==> config.mk <==
export PLATFORM = sky130hd
export DESIGN_NAME = rgmii_rx_nibble_framer
export DESIGN_NICKNAME = d
export VERILOG_FILES = /design/src/rtl/rgmii_rx_nibble_framer_pkg.sv /design/src/rtl/eth_rst_sync.sv /design/src/rtl/rgmii_rx_nibble_framer.sv
export SDC_FILE = /design/constraint.sdc
export NUM_CORES = 1
export LEC_CHECK = 0
export BUFFER_PORTS_ARGS = -buffer_cell sky130_fd_sc_hd__clkbuf_2
export CAP_MARGIN = 40
export CORE_MARGIN = 8
export CORE_UTILIZATION = 32
export CTS_CLUSTER_DIAMETER = 100
export DETAILED_ROUTE_END_ITERATION = 12
export PLACE_DENSITY = 0.58
export SYNTH_ARGS = -nofsm -noshare
export SYNTH_HDL_FRONTEND = slang
export SYNTH_HIERARCHICAL = 1
export SYNTH_SLANG_ARGS = --single-unit
==> constraint.sdc <==
create_clock -name eth_rxc_sample -period 5.3 [get_ports eth_rxc_sample]
set_input_delay 0.53 -clock eth_rxc_sample [delete_from_list [all_inputs] [get_ports eth_rxc_sample]]
set_output_delay 0.53 -clock eth_rxc_sample [all_outputs]
set_load 0.01 [all_outputs]
==> src/rtl/rgmii_rx_nibble_framer_pkg.sv <==
// Shared definitions for the RGMII 10/100 receive nibble framer and its siblings.
package rgmii_rx_nibble_framer_pkg;

  typedef enum logic [1:0] {
    ST_IDLE = 2'd0,
    ST_PRE  = 2'd1,
    ST_DATA = 2'd2,
    ST_DROP = 2'd3
  } rx_state_e;

  localparam logic [3:0] PREAMBLE_NIBBLE = 4'h5;
  localparam logic [3:0] SFD_NIBBLE      = 4'hD;

  localparam int ALIGN_LEGACY = 0;
  localparam int ALIGN_SFD    = 1;

  // Ethernet sends the low nibble first; swap covers PHYs that do the opposite.
  function automatic logic [7:0] pair_nibbles(input logic [3:0] first,
                                              input logic [3:0] second,
                                              input logic       swap);
    return swap ? {first, second} : {second, first};
  endfunction

endpackage

==> src/rtl/eth_rst_sync.sv <==
// Reset synchroniser: asserts asynchronously, releases after STAGES clock edges.
module eth_rst_sync #(
  parameter int STAGES = 3
) (
  input  logic clk_i,
  input  logic arst_n_i,
  output logic rst_n_o
);

  logic [STAGES-1:0] sync_q;

  always_ff @(posedge clk_i or negedge arst_n_i) begin
    if (!arst_n_i) begin
      sync_q <= '0;
    end else begin
      sync_q <= {sync_q[STAGES-2:0], 1'b1};
    end
  end

  assign rst_n_o = sync_q[STAGES-1];

endmodule

==> src/rtl/rgmii_rx_nibble_framer.sv <==
// RGMII 10/100 receive front end: pairs sampled nibbles into bytes, optionally
// hunting the SFD, and reports frame boundaries, length and error.
module rgmii_rx_nibble_framer
  import rgmii_rx_nibble_framer_pkg::*;
#(
  parameter int ALIGN_MODE      = 1,
  parameter int NIBBLE_SWAP     = 0,
  parameter int MAX_PRE_NIBBLES = 16,
  parameter int LEN_W           = 16,
  parameter int RST_STAGES      = 3
) (
  input  logic             eth_rxc_sample,
  input  logic             rst_n,
  input  logic             rx_ce,
  input  logic             rgmii_rx_ctl,
  input  logic [3:0]       rgmii_rxd,
  output logic [7:0]       gmii_rxd,
  output logic             gmii_rx_vld,
  output logic             gmii_rx_dv,
  output logic             gmii_rx_sof,
  output logic             gmii_rx_eof,
  output logic             gmii_rx_err,
  output logic [LEN_W-1:0] frame_len
);

  localparam int PRE_W = $clog2(MAX_PRE_NIBBLES + 1);
  localparam logic [PRE_W-1:0] PRE_MAX = PRE_W'(MAX_PRE_NIBBLES);

  logic rst_int_n;

  eth_rst_sync #(.STAGES(RST_STAGES)) u_rst_sync (
    .clk_i    (eth_rxc_sample),
    .arst_n_i (rst_n),
    .rst_n_o  (rst_int_n)
  );

  rx_state_e        state_q, state_d;
  logic             phase_q, phase_d;
  logic [3:0]       nib_q, nib_d;
  logic [PRE_W-1:0] pre_cnt_q, pre_cnt_d;
  logic [LEN_W-1:0] count_q, count_d;
  logic [7:0]       rxd_q, rxd_d;
  logic             vld_q, vld_d, dv_q, dv_d, sof_q, sof_d;
  logic             eof_q, eof_d, err_q, err_d;
  logic [LEN_W-1:0] len_q, len_d;

  always_ff @(posedge eth_rxc_sample or negedge rst_int_n) begin
    if (!rst_int_n) begin
      state_q   <= ST_IDLE;
      phase_q   <= 1'b0;
      nib_q     <= '0;
      pre_cnt_q <= '0;
      count_q   <= '0;
      rxd_q     <= '0;
      vld_q     <= 1'b0;
      dv_q      <= 1'b0;
      sof_q     <= 1'b0;
      eof_q     <= 1'b0;
      err_q     <= 1'b0;
      len_q     <= '0;
    end else begin
      state_q   <= state_d;
      phase_q   <= phase_d;
      nib_q     <= nib_d;
      pre_cnt_q <= pre_cnt_d;
      count_q   <= count_d;
      rxd_q     <= rxd_d;
      vld_q     <= vld_d;
      dv_q      <= dv_d;
      sof_q     <= sof_d;
      eof_q     <= eof_d;
      err_q     <= err_d;
      len_q     <= len_d;
    end
  end

  always_comb begin
    state_d   = state_q;
    phase_d   = phase_q;
    nib_d     = nib_q;
    pre_cnt_d = pre_cnt_q;
    count_d   = count_q;
    rxd_d     = rxd_q;
    vld_d     = 1'b0;
    sof_d     = 1'b0;
    eof_d     = 1'b0;
    err_d     = err_q;
    len_d     = len_q;
    // dv falls the cycle after eof even when the next nibble enable is far away
    dv_d      = eof_q ? 1'b0 : dv_q;

    if (rx_ce) begin
      unique case (state_q)
        ST_IDLE: begin
          if (rgmii_rx_ctl) begin
            count_d = '0;
            if (ALIGN_MODE == ALIGN_LEGACY) begin
              state_d = ST_DATA;
              nib_d   = rgmii_rxd;
              phase_d = 1'b1;
            end else if (rgmii_rxd == PREAMBLE_NIBBLE) begin
              state_d   = ST_PRE;
              pre_cnt_d = PRE_W'(1);
            end else begin
              state_d = ST_DROP;
            end
          end
        end
        ST_PRE: begin
          if (!rgmii_rx_ctl) begin
            state_d = ST_IDLE;
            eof_d   = 1'b1;
            err_d   = 1'b1;
            len_d   = '0;
          end else if (rgmii_rxd == PREAMBLE_NIBBLE) begin
            if (pre_cnt_q == PRE_MAX) begin
              state_d = ST_DROP;
            end else begin
              pre_cnt_d = pre_cnt_q + PRE_W'(1);
            end
          end else if (rgmii_rxd == SFD_NIBBLE && pre_cnt_q != '0) begin
            state_d = ST_DATA;
            phase_d = 1'b0;
          end else begin
            state_d = ST_DROP;
          end
        end
        ST_DATA: begin
          if (!rgmii_rx_ctl) begin
            state_d = ST_IDLE;
            eof_d   = 1'b1;
            err_d   = phase_q;
            len_d   = count_q;
            count_d = '0;
            phase_d = 1'b0;
          end else if (!phase_q) begin
            nib_d   = rgmii_rxd;
            phase_d = 1'b1;
          end else begin
            rxd_d   = pair_nibbles(nib_q, rgmii_rxd, NIBBLE_SWAP != 0);
            vld_d   = 1'b1;
            dv_d    = 1'b1;
            sof_d   = (count_q == '0);
            phase_d = 1'b0;
            if (count_q != '1) begin
              count_d = count_q + LEN_W'(1);
            end
          end
        end
        ST_DROP: begin
          if (!rgmii_rx_ctl) begin
            state_d = ST_IDLE;
            eof_d   = 1'b1;
            err_d   = 1'b1;
            len_d   = count_q;
            count_d = '0;
          end
        end
        default: state_d = ST_IDLE;
      endcase
    end
  end

  assign gmii_rxd    = rxd_q;
  assign gmii_rx_vld = vld_q;
  assign gmii_rx_dv  = dv_q;
  assign gmii_rx_sof = sof_q;
  assign gmii_rx_eof = eof_q;
  assign gmii_rx_err = err_q;
  assign frame_len   = len_q;

endmodule

==> metrics.txt <==
# TYPE chip_impl_metric gauge
chip_impl_info{name="outcome",value="finished clean"} 1
chip_impl_metric{name="finalNetCount",unit=""} 353
chip_impl_metric{name="slew_violations",unit=""} 0
chip_impl_metric{name="vias",unit=""} 2294
chip_impl_metric{name="fin_crit",unit="ns"} 2.83
chip_impl_metric{name="synth-simple-area-share",unit="%"} 23.7
chip_impl_metric{name="p_sw_share",unit="%"} 29.0
chip_impl_metric{name="clockBufferDepth",unit=""} 2
chip_impl_metric{name="cts.repair.resized",unit=""} 0
chip_impl_info{name="timing_worst_setup_path_type",value="reg -> reg"} 1
chip_impl_info{name="critical_path.endpoint_type",value="register"} 1
chip_impl_metric{name="dieArea",unit="sq um"} 12300
chip_impl_metric{name="n_antenna_cell",unit=""} 0
chip_impl_info{name="path_cells",value="and2b_1 -> nand4_1 -> inv_1 -> o31ai_2 -> or3_1 -> o21ai_0"} 1
chip_impl_metric{name="clock_sink_count",unit=""} 60
chip_impl_info{name="cts_tree",value="yes"} 1
chip_impl_metric{name="core-area",unit="sq um"} 8720
chip_impl_metric{name="synth.avg_cell_area",unit="sq um"} 9.30
chip_impl_metric{name="layoutNonFillerInstCount",unit=""} 454
chip_impl_metric{name="synth.net_count",unit=""} 321
chip_impl_metric{name="cpPeakStageDelay",unit="ns"} 0.71
chip_impl_metric{name="grt_pass1_vias",unit=""} 2274
chip_impl_info{name="worst_path_dominant_cell_family",value="simple AND/OR/NAND/NOR gates"} 1
chip_impl_metric{name="port_buffers",unit=""} 36
chip_impl_metric{name="combinational_fraction_of_design_power",unit="%"} 15.0
chip_impl_metric{name="synthToLayoutAreaGrowth",unit="%"} 16.8
chip_impl_metric{name="route.antenna.remaining_nets",unit=""} 0
chip_impl_metric{name="power_leakage",unit="nW"} 1.59
chip_impl_metric{name="post_synth_xor_area_fraction",unit="%"} 0
chip_impl_metric{name="grt_start_max_net_pins",unit=""} 40
chip_impl_metric{name="p_seq_share",unit="%"} 46.9
chip_impl_metric{name="dp_hpwl",unit="mm"} 4.70
chip_impl_metric{name="cts-buffers-inserted",unit=""} 9
chip_impl_metric{name="crit_path_max_fanout",unit=""} 19
chip_impl_metric{name="floorplan.initialDensity",unit="%"} 32.9
chip_impl_metric{name="synth_async_sr_flop_share",unit="%"} 100
chip_impl_info{name="clockRootBuffer",value="sky130_fd_sc_hd__clkbuf_8"} 1
chip_impl_metric{name="post-route-drc-count",unit=""} 0
chip_impl_metric{name="rows",unit=""} 34
chip_impl_metric{name="synth_top_area_share",unit="%"} 52.3
chip_impl_metric{name="synth_cell_types",unit=""} 46
chip_impl_metric{name="worstPathArrival",unit="ns"} 3.10
chip_impl_metric{name="synth.yosys.seq_area_share",unit="%"} 52.3
chip_impl_metric{name="skew",unit="ns"} 0.00821
chip_impl_metric{name="cap_violations",unit=""} 0
chip_impl_metric{name="timing_hold_violations_final",unit=""} 0
chip_impl_metric{name="power.density_cell_area",unit="nW/um^2"} 362
chip_impl_metric{name="synthesis.instances",unit=""} 309
chip_impl_metric{name="finish_stage_setup_viols",unit=""} 0
chip_impl_metric{name="max-vdd-ir-drop",unit="mV"} 0.196
chip_impl_metric{name="drive_above_1_share",unit="%"} 19.9
chip_impl_metric{name="sum_neg_setup_slack",unit="ns"} 0
chip_impl_metric{name="io_pins",unit=""} 37
chip_impl_metric{name="clock_insertion_delay_worst_skew",unit="ns"} 0.35
chip_impl_metric{name="synth_enable_flop_cells",unit=""} 0
chip_impl_metric{name="path_depth",unit=""} 6
chip_impl_info{name="main_area_contributors_after_synthesis",value="sky130_fd_sc_hd__dfrtp_1 52%, sky130_fd_sc_hd__nand2_1 8.8%, sky130_fd_sc_hd__o21ai_0 5.6%"} 1
chip_impl_metric{name="share_of_power_burned_in_the_clock_network",unit="%"} 38.1
chip_impl_metric{name="worst_r2r_path_depth",unit=""} 6
chip_impl_metric{name="routed_wl",unit="mm"} 6.70
chip_impl_metric{name="number_of_filler_instances_in_the_final_layout",unit=""} 895
chip_impl_metric{name="max_slew.worst_pin.slew",unit="ns"} 0.705
chip_impl_metric{name="critPathBufInv",unit=""} 1
chip_impl_metric{name="timing.fmax",unit="GHz"} 0.353
chip_impl_info{name="hold_class",value="reg -> async"} 1
chip_impl_info{name="start_kind",value="register"} 1
chip_impl_metric{name="dp_cells",unit=""} 437
chip_impl_metric{name="synth_area",unit="sq um"} 2870
chip_impl_metric{name="yosysWarnings",unit=""} 6
chip_impl_info{name="synth.cells.most_frequent",value="67 x sky130_fd_sc_hd__nand2_1, 60 x sky130_fd_sc_hd__dfrtp_1, 32 x sky130_fd_sc_hd__o21ai_0"} 1
chip_impl_metric{name="routed_wire_length_per_instance",unit="um"} 14.8
chip_impl_metric{name="dr.pass1.iters",unit=""} 4
chip_impl_metric{name="clk_pin_slew_worst_paths",unit="ns"} 0.07
chip_impl_metric{name="initialDrtViolationCount",unit=""} 127
chip_impl_metric{name="post_cts.repair.setup_buffers",unit=""} 0
chip_impl_metric{name="synth_fa_ha_area_share",unit="%"} 1.74
chip_impl_metric{name="worst_ep_required_time",unit="ns"} 5.57
chip_impl_metric{name="clock_tree.htree_level_count",unit=""} 3
chip_impl_metric{name="globalRouteOverflowTotal",unit=""} 0
chip_impl_metric{name="p_int",unit="mW"} 0.863
chip_impl_info{name="rsz_0062_raised_after_global_routing",value="false"} 1
chip_impl_metric{name="synth-seq-cells",unit=""} 60
chip_impl_info{name="synth_top_family_by_area",value="simple AND/OR/NAND/NOR gates"} 1
chip_impl_metric{name="post_detailed_route_via_to_cell_ratio",unit=""} 5.05
chip_impl_metric{name="fp.dieW",unit="um"} 111
chip_impl_metric{name="first_pass_grt_wire_length",unit="mm"} 11.2
chip_impl_metric{name="grt_antenna_before_repair",unit=""} 0
chip_impl_info{name="ys.flop_type",value="sky130_fd_sc_hd__dfrtp_1"} 1
chip_impl_metric{name="grtUsageTotal",unit="%"} 11.2
chip_impl_info{name="synth.most_common_cell",value="sky130_fd_sc_hd__nand2_1"} 1
chip_impl_metric{name="switching_power",unit="mW"} 0.352
chip_impl_metric{name="die_y",unit="um"} 111
chip_impl_metric{name="min_period_over_period",unit="%"} 53.4
chip_impl_metric{name="gp_congestion",unit=""} 0.805
chip_impl_metric{name="timing.max_slew.rel_slack",unit="%"} 52.8
chip_impl_metric{name="muxShareOfSynthArea",unit="%"} 1.57
chip_impl_info{name="synth_area_leader_cell",value="sky130_fd_sc_hd__dfrtp_1"} 1
chip_impl_metric{name="synth_compound_gate_area_share",unit="%"} 15.6
chip_impl_info{name="worst_path_max_delay_cell",value="sky130_fd_sc_hd__dfrtp_1"} 1
power groups by stage:
| stage | Clock (mW) | Combinational (mW) | Sequential, mW |
|---|---|---|---|
| floorplan | 0 | 0.0986 | 0.587 |
| global placement | 0 | 0.183 | 0.578 |
| detailed placement | 0 | 0.185 | 0.579 |
| CTS | 0.477 | 0.188 | 0.571 |
| global route | 0.494 | 0.205 | 0.580 |
| finish | 0.463 | 0.182 | 0.570 |
worst paths after layout:
check | from | endpoint | slack (ns)
setup / recovery | state_q[1] | count_q[3] | 2.47
hold / removal | u_rst_sync/sync_q[2] | nib_q[0] | 0.20
setup reg to reg | state_q[1] | count_q[3] | 2.47
hold reg to reg | u_rst_sync/sync_q[2] | nib_q[0] | 0.20
max in group asynchronous | u_rst_sync/sync_q[2] | frame_len[14] | 4.23
min in group eth_rxc_sample | u_rst_sync/sync_q[1] | u_rst_sync/sync_q[2] | 0.36
area by class of cell:
class / instances / area, sq um / area share (%)
timing repair buffer: 39 / 205 / 6.11
clock inverter: 7 / 101 / 3.02
inverter: 15 / 56.3 / 1.68
sequential: 60 / 1500 / 44.8
clock buffer: 9 / 124 / 3.69
tap: 108 / 135 / 4.03
multi-input combinational: 216 / 1230 / 36.7
flip-flops by register name, summed over array words and instances (netlist names):
name and flops:
nib_q 4, gmii_rx_vld 1, pre_cnt_q 5, count_q 16, phase_q 1, gmii_rx_dv 1
gmii_rx_eof 1, gmii_rx_err 1, frame_len 16, gmii_rx_sof 1, gmii_rxd 8, state_q 2
u_rst_sync/sync_q 3
placed cells by master, fill, tap and decap left out, drive strengths merged, types with 2 or more instances in the layout:
cell	n
and4	3
inv	15
or3	4
nor2b	4
nor2	14
nand3	10
bufinv	2
ha	4
a211oi	2
clkinvlp	2
or2	2
o31ai	8
buf	2
a211o	3
nand2	67
nor4	3
mux2	4
nand2b	2
a41oi	2
nand3b	2
dfrtp	60
nand4	7
and3	5
clkbuf	45
a21oi	12
clkinv	3
nor3	6
o21ai	33
a31oi	8
repair_timing:
action | in CTS | in global routing
hold buffers | 1 | 0
endpoints found under the hold margin | 3 | 0
endpoints found under the setup margin | 0 | 0
metrics by stage:
stage | total power, mW | hold slack (ns) | util [%] | cell area [sq um] | setup slack, ns
6_report | 1.21 | 0.204 | 38.5 | 3360 | 2.47
5_1_grt | 1.28 | 0.249 | 38.5 | 3360 | 2.16
4_1_cts | 1.24 | 0.221 | 38.5 | 3360 | 2.43
3_5_place_dp | 0.765 | 0.212 | 35.8 | 3120 | 2.47
3_3_place_gp | 0.760 | 0.216 | 35.8 | 3120 | 2.60
2_1_floorplan | 0.685 | 0.234 | - | 2870 | 3.46
routing by layer:
metal / up-vias / GRT usage [%] / routed length [um]
li1: 1152 / - / -
met1: 1067 / 14.6 / 3300
met2: 64 / 16.2 / 2890
met3: 11 / 3.79 / 399
met4: 0 / 5.32 / 116
met5: - / 0 / 0
cells by family (layout without fill, tap and decap cells):
kind of cell | count (synthesis) | after routing
AND/OR/NAND/NOR | 133 | 133
AO/OA/AOI/OAI | 74 | 74
flip-flops | 60 | 60
buffers and inverters | 33 | 70
adder cells (fa/ha/maj) | 4 | 4
multiplexers | 4 | 4
other | 1 | 1
Note: power is estimated with default switching activity, not from simulation.
